<file path="src/rtl/nebula_perf_monitor.sv">
// NoC traffic/performance monitor: counts accepted flits on NUM_CHANNELS valid/ready taps,
// reports per-window totals and the busiest channel. Optional stall counter: NEBULA_PERF_STALL_CNT_EN.
module nebula_perf_monitor #(
    parameter int NUM_CHANNELS  = 16,
    parameter int CNT_WIDTH     = 32,
    parameter int WINDOW_CYCLES = 1024,
    parameter int WARMUP_CYCLES = 10
) (
    input  logic                            clk,
    input  logic                            rst,
    input  logic                            enable,
    input  logic                            clear,
    input  logic [NUM_CHANNELS-1:0]         chan_valid,
    input  logic [NUM_CHANNELS-1:0]         chan_ready,
    output logic [CNT_WIDTH-1:0]            total_flits,
    output logic [CNT_WIDTH-1:0]            window_flits,
    output logic [$clog2(NUM_CHANNELS)-1:0] busiest_chan,
    output logic                            window_done,
    output logic [CNT_WIDTH-1:0]            stall_cycles,
    output logic [31:0]                     status_reg,
    output logic                            system_ready
);

    localparam int CHW = $clog2(NUM_CHANNELS);
    localparam int WW  = $clog2(WINDOW_CYCLES + 1);
    localparam int FW  = $clog2(NUM_CHANNELS + 1);
    localparam int WUW = $clog2(WARMUP_CYCLES + 1);
    localparam int TW  = CNT_WIDTH + 1;

    typedef enum logic [1:0] {WARMUP, IDLE, SAMPLING} state_t;

    state_t                  state;
    logic [WUW-1:0]          warm_cnt;
    logic [WW-1:0]           win_cyc;
    logic [CNT_WIDTH-1:0]    win_acc;
    logic [WW-1:0]           chan_cnt [NUM_CHANNELS];
    logic [15:0]             win_count;
    logic                    total_sat;
    logic                    alive;
    logic                    stall_nz;

    logic [NUM_CHANNELS-1:0] fire;
    logic [FW-1:0]           fire_cnt;
    logic                    counted;
    logic                    window_end;
    logic [TW-1:0]           total_sum;
    logic                    total_hits_max;
    logic [WW-1:0]           best_val;
    logic [WW-1:0]           cand;
    logic [CHW-1:0]          best_idx;

    assign fire           = chan_valid & chan_ready;
    // The enabled cycle that moves IDLE->SAMPLING is already a counted cycle.
    assign counted        = enable && (state != WARMUP);
    assign window_end     = counted && (win_cyc == WW'(WINDOW_CYCLES - 1));
    assign total_sum      = {1'b0, total_flits} + TW'(fire_cnt);
    assign total_hits_max = total_sum >= {1'b0, {CNT_WIDTH{1'b1}}};

    always_comb begin
        fire_cnt = '0;
        for (int i = 0; i < NUM_CHANNELS; i++)
            fire_cnt = fire_cnt + FW'(fire[i]);
    end

    // Strict '>' keeps the lowest index on ties; includes this cycle's fires.
    always_comb begin
        best_val = '0;
        best_idx = '0;
        cand     = '0;
        for (int i = 0; i < NUM_CHANNELS; i++) begin
            cand = chan_cnt[i] + WW'(fire[i]);
            if (cand > best_val) begin
                best_val = cand;
                best_idx = CHW'(i);
            end
        end
    end

    always_ff @(posedge clk or posedge rst) begin
        if (rst) begin
            state        <= WARMUP;
            warm_cnt     <= '0;
            system_ready <= 1'b0;
            alive        <= 1'b0;
            total_flits  <= '0;
            total_sat    <= 1'b0;
            window_flits <= '0;
            busiest_chan <= '0;
            window_done  <= 1'b0;
            win_cyc      <= '0;
            win_acc      <= '0;
            win_count    <= '0;
            for (int i = 0; i < NUM_CHANNELS; i++)
                chan_cnt[i] <= '0;
        end else begin
            alive       <= 1'b1;
            window_done <= 1'b0;
            case (state)
                WARMUP: begin
                    if (warm_cnt == WUW'(WARMUP_CYCLES - 1)) begin
                        state        <= IDLE;
                        system_ready <= 1'b1;
                    end else begin
                        warm_cnt <= warm_cnt + 1'b1;
                    end
                end
                IDLE:     if (enable)  state <= SAMPLING;
                SAMPLING: if (!enable) state <= IDLE;
                default:  state <= WARMUP;
            endcase

            if (clear) begin
                total_flits  <= '0;
                total_sat    <= 1'b0;
                window_flits <= '0;
                busiest_chan <= '0;
                win_cyc      <= '0;
                win_acc      <= '0;
                win_count    <= '0;
                for (int i = 0; i < NUM_CHANNELS; i++)
                    chan_cnt[i] <= '0;
            end else if (counted) begin
                if (total_hits_max) begin
                    total_flits <= '1;
                    total_sat   <= 1'b1;
                end else begin
                    total_flits <= total_sum[CNT_WIDTH-1:0];
                end

                if (window_end) begin
                    window_flits <= win_acc + CNT_WIDTH'(fire_cnt);
                    busiest_chan <= best_idx;
                    window_done  <= 1'b1;
                    win_cyc      <= '0;
                    win_acc      <= '0;
                    win_count    <= win_count + 16'd1;
                    for (int i = 0; i < NUM_CHANNELS; i++)
                        chan_cnt[i] <= '0;
                end else begin
                    win_cyc <= win_cyc + 1'b1;
                    win_acc <= win_acc + CNT_WIDTH'(fire_cnt);
                    for (int i = 0; i < NUM_CHANNELS; i++)
                        chan_cnt[i] <= chan_cnt[i] + WW'(fire[i]);
                end
            end
        end
    end

`ifdef NEBULA_PERF_STALL_CNT_EN
    logic [NUM_CHANNELS-1:0] stall_vec;
    logic [FW-1:0]           stall_cnt;
    logic [TW-1:0]           stall_sum;
    logic [CNT_WIDTH-1:0]    stall_q;

    assign stall_vec = chan_valid & ~chan_ready;
    assign stall_sum = {1'b0, stall_q} + TW'(stall_cnt);

    always_comb begin
        stall_cnt = '0;
        for (int i = 0; i < NUM_CHANNELS; i++)
            stall_cnt = stall_cnt + FW'(stall_vec[i]);
    end

    always_ff @(posedge clk or posedge rst) begin
        if (rst)
            stall_q <= '0;
        else if (clear)
            stall_q <= '0;
        else if (counted)
            stall_q <= stall_sum[CNT_WIDTH] ? '1 : stall_sum[CNT_WIDTH-1:0];
    end

    assign stall_cycles = stall_q;
    assign stall_nz     = |stall_q;
`else
    assign stall_cycles = '0;
    assign stall_nz     = 1'b0;
`endif

    // Channel count field is gated by 'alive' so the whole word reads zero in reset.
    assign status_reg = {win_count,
                         alive ? 8'(NUM_CHANNELS) : 8'h00,
                         4'b0000,
                         stall_nz,
                         total_sat,
                         state == SAMPLING,
                         system_ready};

endmodule

</file>
<file path="config.mk">
export PLATFORM = sky130hd
export DESIGN_NAME = nebula_perf_monitor
export DESIGN_NICKNAME = d
export VERILOG_FILES = /design/src/rtl/nebula_perf_monitor.sv
export SDC_FILE = /design/constraint.sdc
export NUM_CORES = 1
export LEC_CHECK = 0
export ABC_CLOCK_PERIOD_IN_PS = 38600
export BUFFER_PORTS_ARGS = -buffer_cell sky130_fd_sc_hd__buf_2
export CORE_MARGIN = 5
export CORE_UTILIZATION = 55
export DETAILED_ROUTE_END_ITERATION = 8
export PLACE_DENSITY = 0.74
export SLEW_MARGIN = 20
export SYNTH_ARGS = -nofsm -noshare
export SYNTH_HDL_FRONTEND = slang
export SYNTH_SLANG_ARGS = --single-unit
</file>
<file path="constraint.sdc">
create_clock -name clk -period 38.6 [get_ports clk]
set_input_delay 7.72 -clock clk [delete_from_list [all_inputs] [get_ports clk]]
set_output_delay 7.72 -clock clk [all_outputs]
set_load 0.01 [all_outputs]
</file>
==> results of run 1 <==
==> worst max-delay path: cells and delay by family <==
family	cells	cell delay [ns]
muxes	2	0.55
AOI/OAI and AO/OA	67	14.45
and+or+nand+nor	38	8.55
buffers and inverters	8	1.25
adders and majority gates	16	4.77
==> metrics by stage <==
step / std cells / util, % / hold slack, ns
after floorplan: 2862 / - / 0.445
after global placement: 3428 / 57.8 / 0.457
after detailed placement: 3428 / 57.9 / 0.459
after CTS: 3495 / 60.8 / 0.474
after global routing: 3497 / 61.0 / 0.482
final: 3497 / 61.0 / 0.468
==> layer usage <==
metal  vias to the layer above  routed length, um  GRT usage, %
li1                      10200                  -             -
met1                     10300              29400          37.3
met5                         -                  0             0
met4                         0               2160          9.15
met3                       134               3880          3.05
met2                       703              31700          45.5
==> kinds of logic (layout without fill, tap and decap cells) <==
logic type / count (synthesis) / in the layout / synth area share, %
other: 2 / 45 / 0.0313
AOI/OAI and AO/OA: 755 / 755 / 21.0
xor gates and xnor gates: 226 / 226 / 8.25
and+or+nand+nor: 976 / 976 / 19.5
adders and majority gates: 228 / 228 / 12.3
DFF: 313 / 313 / 32.7
buffers and inverters: 301 / 351 / 5.55
muxes: 18 / 18 / 0.793
==> path summary, 6_finish.rpt <==
check | cells past startpoint | startpoint | slack, ns | end
max in group asynchronous | 4 | rst | 29.05 | chan_cnt[26]
hold reg to reg | 1 | system_ready | 0.47 | system_ready
setup / recovery | 131 | chan_ready[0] | 1.63 | busiest_chan[2]
hold / removal | 1 | system_ready | 0.47 | system_ready
setup reg to reg | 130 | chan_cnt[154] | 8.64 | busiest_chan[2]
min in group asynchronous | 2 | rst | 7.31 | window_flits[11]
==> sequential cells by signal, indices dropped and copies added (netlist names) <==
name	cells
alive	1
busiest_chan	4
chan_cnt	176
state	2
system_ready	1
total_flits	32
total_sat	1
warm_cnt	4
win_acc	32
win_count	16
win_cyc	11
window_done	1
window_flits	32
==> timing repair <==
action,in CTS,in global routing
gates resized for setup,0,19
setup buffers,0,2
endpoints found under the setup margin,0,4
endpoints found under the hold margin,0,0
==> cells in the final DEF (no fill, tap or decap), types with 40 or more instances in the layout <==
master,Yosys,layout
a211oi_1,41,40
a21oi_1,97,96
a22o_1,68,68
and3_1,62,62
buf_2,8,124
conb_1,2,45
dfrtp_1,313,313
ha_1,216,216
inv_1,130,129
nand2_1,364,362
nand3_1,139,138
nand4_1,57,57
nor2_1,156,152
nor3_1,52,50
o21ai_0,278,278
xnor2_1,99,99
xor2_1,127,127
==> final cells by class <==
cell class	count	share of cell area (%)
Clock buffer	54	4.15
Clock inverter	13	0.619
Inverter	131	1.90
Multi-Input combinational cell	2248	57.5
Sequential cell	313	29.8
Tap cell	585	2.79
Timing Repair Buffer	153	3.19
==> results.yml, run 1 <==
synthesis:
  seq_area_frac_synth_pct: 32.7
  syn_avg_cell_area_um2: 8.51
  synth_ff_type: "dfrtp_1"
  yosys.cell_count.top_type: "nand2_1"
  synth_area_leaders: "dfrtp_1, ha_1, o21ai_0"
  synthDistinctLibCells: 102
  syn_area_mm2: 0.0240
  synthCells: 2819
  synth_top_cell_area_share_pct: 32.7
  synth_warnings: 0
  synthArstFlopShare_pct: 100
  synthTopCellsByCount: "nand2_1, dfrtp_1, o21ai_0"
  synth-edff-count: 0
  ys_ff_latch: 313
  yosysTopAreaCell: "dfrtp_1"
timing:
  fin_crit_sh_pct: 95.8
  tightest_slew_ns: 0.976
  setup_slack_ns: 1.63
  rsz0062_at_grt: "false"
  finalMaxSlewViolations: 0
  fin_setup_tns_ns: 0
  hold_viol: 0
  setup_violations: 0
  fmax_ghz: 0.0270
  skew_ns: 0.0269
  period_minus_slack_ns: 36.97
  slew_headroom_pct: 34.9
placement:
  io_buffer_count: 125
  dp_hpwl_mm: 50.2
  dpl_cell_area_mm2: 0.0249
  pre_cts_ws_ns: 0.0389
  globalplace.congestion: 0.990
die:
  core-area_mm2: 0.0431
  row_count: 76
  die_area_mm2: 0.0479
  die_width_um: 219
  dieHeight_um: 219
  start_util_pct: 55.7
  io-pin-count: 170
clock_network:
  cts-root-buf: "clkbuf_16"
  ctsHtreeMaxLevel: 2
  ctsHoldBuffers: 0
  cts_sinks: 313
  clkTransAtPathRegs_ns: 0.06
  tritoncts.num_buffers: 38
  insertion_delay_ns: 0.57
  cts_tree: "built"
  clockBufferDepth: 3
critical_path:
  critPathMostFrequentCell: "ha_1"
  slowest_delay_ns: 0.57
  required_ns: 39.00
  critPathArrivalTime_ns: 37.37
  path_class: "primary input to flop"
  cpMaxStageDelayCell: "o31ai_2"
  worstPathMaxFanout: 20
  crit_path_start_kind: "primary input"
  end_kind: "flop"
route:
  wl_per_cell_um: 19.2
  vias: 21300
  dr.pass1.iters: 5
  drcViolationCount: 0
  ant_nets: 0
  drt_iter0_drc: 1866
  routed_wl_mm: 67.1
  vias_per_cell: 6.09
hold_path:
  hp-class: "flop to flop"
finish:
  syn_to_final_growth_pct: 9.48
  layout-drive-gt1-share_pct: 10.3
  regArea_mm2: 0.00783
  n_antenna_cell: 0
  fin_nets: 3149
  multi_input_area_mm2: 0.0151
  final_area_mm2: 0.0263
  fillers: 3811
status:
  status: "complete, no violations"
grt:
  grt_pass1_vias: 20600
  overflow: 0
  antenna_found_initial: 0
  track_usage_pct: 27.3
  grt_max_degree: 133
  grt_first_pass_wirelength_mm: 108
flow_run:
  maxCapViolCount: 0
Power of run 1 is left out: the tool's default activity adds up to more than one toggle a clock period on the data nets, which glitch-free logic cannot reach.
==> run 2: changes to the inputs <==
--- a/config.mk
+++ b/config.mk
@@ -13,2 +13,3 @@
 export PLACE_DENSITY = 0.74
+export RECOVER_POWER = 100
 export SLEW_MARGIN = 20
@@ -17 +18,2 @@
 export SYNTH_SLANG_ARGS = --single-unit
+export TNS_END_PERCENT = 10
==> constraint.sdc (replaced) <==
create_clock -name clk -period 38.6 [get_ports clk]
set_input_delay 5.79 -clock clk [delete_from_list [all_inputs] [get_ports clk]]
set_output_delay 5.79 -clock clk [all_outputs]
set_load 0.01 [all_outputs]
==> results.yml, run 2 (synthesized netlist as in run 1, its figures left out) <==
status:
  status: "finished, violations left"
  violations: "capacitance limit, slew limit"
clock_network:
  clkTransAtPathRegs_ns: 0.06
  cts.repair.resized: 0
  clockBufferDepth: 3
  tritoncts.num_buffers: 38
  post_cts_buffers: 0
  insertion_delay_ns: 0.56
  ctsHoldBuffers: 0
  cts-root-buf: "clkbuf_16"
  ctsHtreeMaxLevel: 2
  cts_sinks: 313
  cts_tree: "built"
timing:
  fin_setup_tns_ns: 0
  period_minus_slack_ns: 36.32
  setup_violations: 0
  hold_viol: 0
  slew_headroom_pct: -213
  fmax_ghz: 0.0275
  skew_ns: 0.0130
  tightest_slew_ns: 4.67
  rsz0062_at_grt: "false"
  fin_crit_sh_pct: 94.1
  finalMaxSlewViolations: 700
grt:
  grt_pass1_vias: 20600
  track_usage_pct: 27.4
  grt_max_degree: 103
  overflow: 0
  antenna_found_initial: 0
  grt_first_pass_wirelength_mm: 108
critical_path:
  r2r_slack_ns: 7.37
  crit_path_start_kind: "primary input"
  reg2reg_to: "busiest_chan[2]"
  critPathArrivalTime_ns: 36.71
  end_kind: "flop"
  critPathMostFrequentCell: "ha_1"
  reg2reg_from: "chan_cnt[154]"
  required_ns: 38.99
  slowest_delay_ns: 0.56
  path_class: "primary input to flop"
  cpMaxStageDelayCell: "o41ai_2"
  reg2reg_depth: 132
  worstPathMaxFanout: 20
  cp-startpoint: "chan_valid[1]"
hold_path:
  whs_endpoint: "warm_cnt[3]"
  hold_depth: 1
  holdCritStartpoint: "warm_cnt[3]"
  hp-class: "flop to flop"
finish:
  top_register: "chan_cnt"
  largest_reg_flops: 176
  layout-drive-gt1-share_pct: 6.31
  syn_to_final_growth_pct: 8.35
  fin_nets: 3138
  final_common_cell: "nand2_1"
  n_antenna_cell: 0
  final_cell_mix: "nand2_1, dfrtp_1, o21ai_0, ha_1, nor2_1"
placement:
  io_buffer_count: 125
  globalplace.congestion: 0.999
  dp_hpwl_mm: 49.7
route:
  drt_iter0_drc: 1920
  ant_nets: 0
  vias_per_cell: 6.10
  wl_per_cell_um: 19.3
  drcViolationCount: 0
  vias: 21300
  routed_wl_mm: 67.2
  dr.pass1.iters: 6
die:
  dieHeight_um: 219
  io-pin-count: 170
  start_util_pct: 55.7
  die_width_um: 219
  die_area_mm2: 0.0479
  row_count: 76
  core-area_mm2: 0.0431
flow_run:
  maxCapViolCount: 10
run 2: how the worst max path moves through the flow:
stage / end / slack [ns]
6_report: busiest_chan[2] / 2.28
5_1_grt: busiest_chan[2] / 0.1
3_3_place_gp: busiest_chan[3] / 1.11
4_1_cts: busiest_chan[2] / 0.99
3_5_place_dp: busiest_chan[2] / 0.52
2_1_floorplan: busiest_chan[2] / 5.45
run 2: final cells by class:
class                   instances  area, um2
well taps                     585        732
flip-flops and latches        313       7830
clock buffers                  60       1160
clock inverters                 8        116
inverters                     131        493
multi-input cells            2248      15000
fillers                      3893      17100
repair buffers                142        608
run 2: stage by stage:
stage	instance area, um2	setup WS (ns)	cells	utilization (%)	hold WS, ns
final	26000	2.28	3487	60.3	0.473
after global routing	26000	0.0982	3487	60.3	0.490
after CTS	26100	0.994	3487	60.7	0.470
after detailed placement	24900	0.522	3419	57.7	0.459
after global placement	24800	1.11	3419	57.7	0.455
after floorplan	24200	5.45	2862	-	0.445
run 2: routing by layer:
layer  GRT usage (%)  vias up  part of all wire (%)
met1            36.7    10300                    43
li1                -    10200                     -
met2            45.6      709                    47
met4            9.09        0                   3.2
met5               0        -                     0
met3            4.57      136                   6.8
run 2: worst max-delay path, delay by kind of cell:
family	cells	cell delay (ns)
adder cells (fa/ha/maj)	17	4.78
multiplexers	1	0.16
AO/OA/AOI/OAI	66	15.47
buffers and inverters	10	1.10
XOR/XNOR	1	0.28
AND/OR/NAND/NOR	40	9.07
Power of run 2 is left out for the same reason.
